### config.mk
export PLATFORM = sky130hd
export DESIGN_NAME = bcd_down_counter_flat
export DESIGN_NICKNAME = d
export VERILOG_FILES = /design/src/rtl/bcd_down_counter_pkg.sv /design/src/rtl/bcd_down_counter_if.sv /design/src/rtl/bcd_down_digit.sv /design/src/rtl/bcd_down_counter.sv /design/src/flat_wrapper.sv
export SDC_FILE = /design/constraint.sdc
export NUM_CORES = 1
export LEC_CHECK = 0
export ABC_AREA = 1
export BUFFER_PORTS_ARGS = -buffer_cell sky130_fd_sc_hd__buf_2
export CAP_MARGIN = 10
export CELL_PAD_IN_SITES_DETAIL_PLACEMENT = 1
export CELL_PAD_IN_SITES_GLOBAL_PLACEMENT = 1
export CORE_ASPECT_RATIO = 0.8
export CORE_MARGIN = 2
export CORE_UTILIZATION = 33
export DETAILED_ROUTE_END_ITERATION = 10
export PLACE_DENSITY_LB_ADDON = 0.1
export REMOVE_ABC_BUFFERS = 1
export SYNTH_ARGS = -nofsm -noshare
export SYNTH_HDL_FRONTEND = slang
export SYNTH_SLANG_ARGS = --single-unit
export TNS_END_PERCENT = 50
### constraint.sdc
create_clock -name Clk -period 2.6 [get_ports Clk]
set_clock_uncertainty 0.05 [all_clocks]
set_input_delay 0.13 -clock Clk [delete_from_list [all_inputs] [get_ports Clk]]
set_output_delay 0.13 -clock Clk [all_outputs]
set_load 0.02 [all_outputs]
### src/rtl/bcd_down_counter_pkg.sv
// Shared BCD constants and the load-path digit clamp.
package bcd_down_counter_pkg;

  localparam int         BCD_W    = 4;
  localparam logic [3:0] BCD_MAX  = 4'd9;
  localparam logic [3:0] BCD_ZERO = 4'd0;

  // Non-BCD codes (A..F) saturate to 9 so q never carries an illegal digit.
  function automatic logic [BCD_W-1:0] bcd_clamp(input logic [BCD_W-1:0] d);
    return (d > BCD_MAX) ? BCD_MAX : d;
  endfunction

endpackage

### src/rtl/bcd_down_counter_if.sv
// Load/decrement bus of the BCD down-counter; master drives, slave is the counter.
interface bcd_down_counter_if #(
  parameter int DIGITS = 2
) ();

  logic                  Load;
  logic [4*DIGITS-1:0]   Din;
  logic                  Bin;
  logic                  Bout;
  logic [4*DIGITS-1:0]   q;
  logic                  Zero;

  modport master (output Load, Din, Bin, input Bout, q, Zero);
  modport slave  (input Load, Din, Bin, output Bout, q, Zero);

endinterface

### src/rtl/bcd_down_digit.sv
// One BCD digit: clamped parallel load, decrement with 0 -> 9 wrap, borrow out.
module bcd_down_digit
  import bcd_down_counter_pkg::*;
(
  input  logic             Clk,
  input  logic             Rst_n,
  input  logic             Load,
  input  logic [BCD_W-1:0] Din,
  input  logic             Bin,
  output logic [BCD_W-1:0] q,
  output logic             Zero,
  output logic             Bnext
);

  // Reset > load > decrement > hold.
  always_ff @(posedge Clk) begin
    if (!Rst_n)     q <= BCD_ZERO;
    else if (Load)  q <= bcd_clamp(Din);
    else if (Bin)   q <= (q == BCD_ZERO) ? BCD_MAX : q - 4'd1;
  end

  assign Zero  = (q == BCD_ZERO);
  // Next digit steps only when this one steps from 0.
  assign Bnext = Bin & Zero;

endmodule

### src/rtl/bcd_down_counter.sv
// Cascadable multi-digit BCD down-counter with parallel load and registered borrow out.
module bcd_down_counter
  import bcd_down_counter_pkg::*;
#(
  parameter int DIGITS   = 2,
  parameter bit SATURATE = 1'b0
) (
  input  logic                   Clk,
  input  logic                   Rst_n,
  bcd_down_counter_if.slave      bus
);

  logic [DIGITS-1:0][BCD_W-1:0] digit_q;
  logic [DIGITS-1:0]            digit_zero;
  logic [DIGITS:0]              borrow;
  logic                         all_zero;
  logic                         underflow;
  logic                         bout_r;
  logic                         unused_borrow;

  assign all_zero  = &digit_zero;
  assign underflow = bus.Bin & all_zero;

  // In saturate mode the chain is frozen at all-zero so nothing wraps to 9.
  assign borrow[0] = bus.Bin & ~(SATURATE & all_zero);

  // Borrow ripples through the digit chain within one cycle.
  for (genvar i = 0; i < DIGITS; i++) begin : g_digit
    bcd_down_digit u_digit (
      .Clk   (Clk),
      .Rst_n (Rst_n),
      .Load  (bus.Load),
      .Din   (bus.Din[BCD_W*i +: BCD_W]),
      .Bin   (borrow[i]),
      .q     (digit_q[i]),
      .Zero  (digit_zero[i]),
      .Bnext (borrow[i+1])
    );
  end

  // Top-digit borrow duplicates the underflow term; Bout uses the saturate-independent one.
  assign unused_borrow = borrow[DIGITS];

  // One-cycle borrow pulse per underflow decrement; load clears it.
  always_ff @(posedge Clk) begin
    if (!Rst_n)         bout_r <= 1'b0;
    else if (bus.Load)  bout_r <= 1'b0;
    else                bout_r <= underflow;
  end

  assign bus.Bout = bout_r;
  assign bus.q    = digit_q;
  assign bus.Zero = all_zero;

endmodule

### src/flat_wrapper.sv
// flat-port wrapper written by rule: the top's interface ports become plain ports
module bcd_down_counter_flat import bcd_down_counter_pkg::*;
#(
  parameter int DIGITS   = 2,
  parameter bit SATURATE = 1'b0
)
  (Clk, Rst_n, bus_Load, bus_Din, bus_Bin, bus_Bout, bus_q, bus_Zero);
  bcd_down_counter_if #(.DIGITS(DIGITS)) bus_i ();
  input  logic Clk;
  input  logic Rst_n;
  input wire logic [$bits(bus_i.Load)-1:0] bus_Load;
  input wire logic [$bits(bus_i.Din)-1:0] bus_Din;
  input wire logic [$bits(bus_i.Bin)-1:0] bus_Bin;
  output wire logic [$bits(bus_i.Bout)-1:0] bus_Bout;
  output wire logic [$bits(bus_i.q)-1:0] bus_q;
  output wire logic [$bits(bus_i.Zero)-1:0] bus_Zero;
  assign bus_i.Load = bus_Load;
  assign bus_i.Din = bus_Din;
  assign bus_i.Bin = bus_Bin;
  assign bus_Bout = bus_i.Bout;
  assign bus_q = bus_i.q;
  assign bus_Zero = bus_i.Zero;
  bcd_down_counter #(.DIGITS(DIGITS), .SATURATE(SATURATE)) u_core (.Clk(Clk), .Rst_n(Rst_n), .bus(bus_i));
endmodule
==> impl_metrics.toml <==
[clock_network]
clock_sink_count = 9
cts_hold_buffers = 0
ctsLongestPathBuffers = 2
worstSkewPairLatency_ns = 0.27
cts-resized-gates = 0
clkTransAtPathRegs_ns = 0.06
cts-buffers-inserted = 3
ctsHtreeMaxLevel = 1
cts_tree = "done"
postCtsSetupBuffers = 0
clockRootBuffer = "clkbuf_4"

[placement]
numPlacedInstances = 134
place_hpwl_um = 1290
place_worst_setup_slack_ns = 1.45
port_buffers = 21
gp_congestion = 0.788

[grt]
number_of_antenna_violations_at_the_first_check_in_global_routing = 0
globalRouteOverflowTotal = 0
pin_count_of_the_biggest_net_entering_global_routing = 13
first_global_vias = 599
wire_length_of_the_first_global_routing_pass_um = 2720
grt_use_total_pct = 17.2

[sta]
post-route-worst-setup-slack_ns = 1.13
worst_slew_margin_relative_to_its_limit_pct = 84.8
worst_slew_pin_slew_ns = 0.228
grt_setup_unrepaired = "false"
fin_hold_ws_ns = 0.117
fmaxAchievable_mhz = 682
final_cycle_share_pct = 56.4
setup_total_negative_slack_ns = 0
period_needed_ns = 1.47
final-hold-violation-count = 0
setup_viol = 0
finalMaxSlewViolations = 0

[routing]
antenna_violating_nets_post_route = 0
totalWireLength_um = 1600
post-route-drc-count = 0
detailroute.via_count = 647
drtPass1Iterations = 4
drt-vias-per-instance = 4.69
first_iter_violations = 3
avg_wl_per_cell_um = 11.6

[floorplanning]
rows = 13
floorplan.io_pins = 22
standard_cell_core_area_um2 = 1660
die_area_um2 = 2180
initial_utilization_pct = 36.1
fp.dieW_um = 51.6
die_h_um = 42.1

[worst_setup_path]
r2r_slack_ns = 1.45
setup.worst_path.start_class = "flop"
arrival_worst_endpoint_ns = 1.29
timing.setup.critical_path_class = "reg2out"
worst_setup_path_startpoint = "u_core.g_digit[1].u_digit.q[0]"
worstPathRequired_ns = 2.42
cp_max_fo = 6
cp-end-kind = "output pin"
reg2reg_launch_point = "u_core.g_digit[1].u_digit.q[0]"

[cells_and_area]
utilization_after_layout_pct = 43.8
share_of_post_route_cells_with_drive_strength_above_1_pct = 29.3
n_antenna_cell = 0
syn_to_final_growth_pct = 21.3
final_cells = 138
finalNetCount = 129

[synthesis]
synth_area_per_cell_um2 = 6.44
synth_top_area_share_pct = 30.1
post_synthesis_register_bit_count = 9
yosys.area.top_type = "dfxtp_1"
edff_count_synth = 0
ys_seq_area_share_pct = 30.1
mapped_cells = 93
distinct_cells_synth = 19
synth-warning-count = 0
postSynth.asyncResetShare_pct = 0
synth_commonest_cells = "nand2_1, nor2_1, inv_1, nand3_1, dfxtp_1"
mappedNetlistArea_um2 = 599
netlist_top_cells_area = "dfxtp_1, nand2_1, nand3_1, nor2_1, inv_1"
postSynth.topFlopCell = "dfxtp_1"
synth_most_common_cell = "nand2_1"

[flow_run]
max-cap-violations = 0

[min_path]
holdCritPathClass = "in2reg"
hold_path_start = "bus_Bin"

[power_and_ir_drop]
leakage_nw = 0.393
pwr_density_cell_nw_per_um2 = 567
vdd_ir_drop_max_uv = 259

[status]
status = "finished, final reports clean"
## cells by family after synthesis
kind of cell | count (synthesis) | share of synthesized area [%]
compound gates | 14 | 12.9
buf+inv | 14 | 14.0
flops | 9 | 30.1
simple gates | 56 | 43.0
## flip-flops by register name (all words and copies together), names as in the netlist
name                      flops
u_core.bus.Bout               1
u_core.g_digit.u_digit.q      8
## final cells by class
class	count	area, um2
clock buffer	4	26.3
fill	246	932
inverter	12	52.6
multi-input combinational	70	335
sequential	9	180
tap	22	27.5
timing repair buffer	21	105
## critical path, cell delays in order, from the launching register on
cell     delay, ns
dfxtp_1       0.35
nor2_1        0.21
nand2_1       0.14
nor2_1        0.14
buf_2         0.17
## worst paths after layout
path	end	depth (start not counted)
max	bus_Zero	4
min	u_core.bus.Bout	3
min reg2reg	u_core.g_digit[0].u_digit.q[3]	2
max reg2reg	u_core.g_digit[1].u_digit.q[2]	6
## routing by layer
metal  global-route usage (%)  part of all wire (%)  wire length, um
met1                     24.5                    52              826
met2                     22.3                    41              659
met3                     7.50                   6.0               96
met4                     6.32                   1.2               19
met5                        0                     0                0
## power by group
group | leakage (nW) | switching (mW) | internal [mW]
Combinational | 0.303 | 0.0864 | 0.0461
Sequential | 0.0743 | 0.0136 | 0.151
Clock | 0.0150 | 0.0557 | 0.0596
## per-stage QoR
stage / instance area [um2] / power (mW)
after floorplan: 568 / 0.255
after global placement: 701 / 0.299
after detailed placement: 701 / 0.301
after CTS: 727 / 0.417
after global routing: 727 / 0.444
final: 727 / 0.412
## cells in the final DEF (no fill, tap or decap)
master / instances
nand2_1: 24
buf_2: 21
nor2_1: 12
inv_1: 11
nand3_1: 10
dfxtp_1: 9
o21ai_0: 6
nand2_2: 4
a21oi_1: 4
clkbuf_4: 3
o21ai_1: 2
nor3_1: 2
nor2_4: 1
inv_8: 1
nand3_2: 1
nor3_2: 1
nand4_1: 1
o21ai_2: 1
a21oi_2: 1
clkbuf_1: 1
No activity file was read; power rests on OpenSTA's default activity.
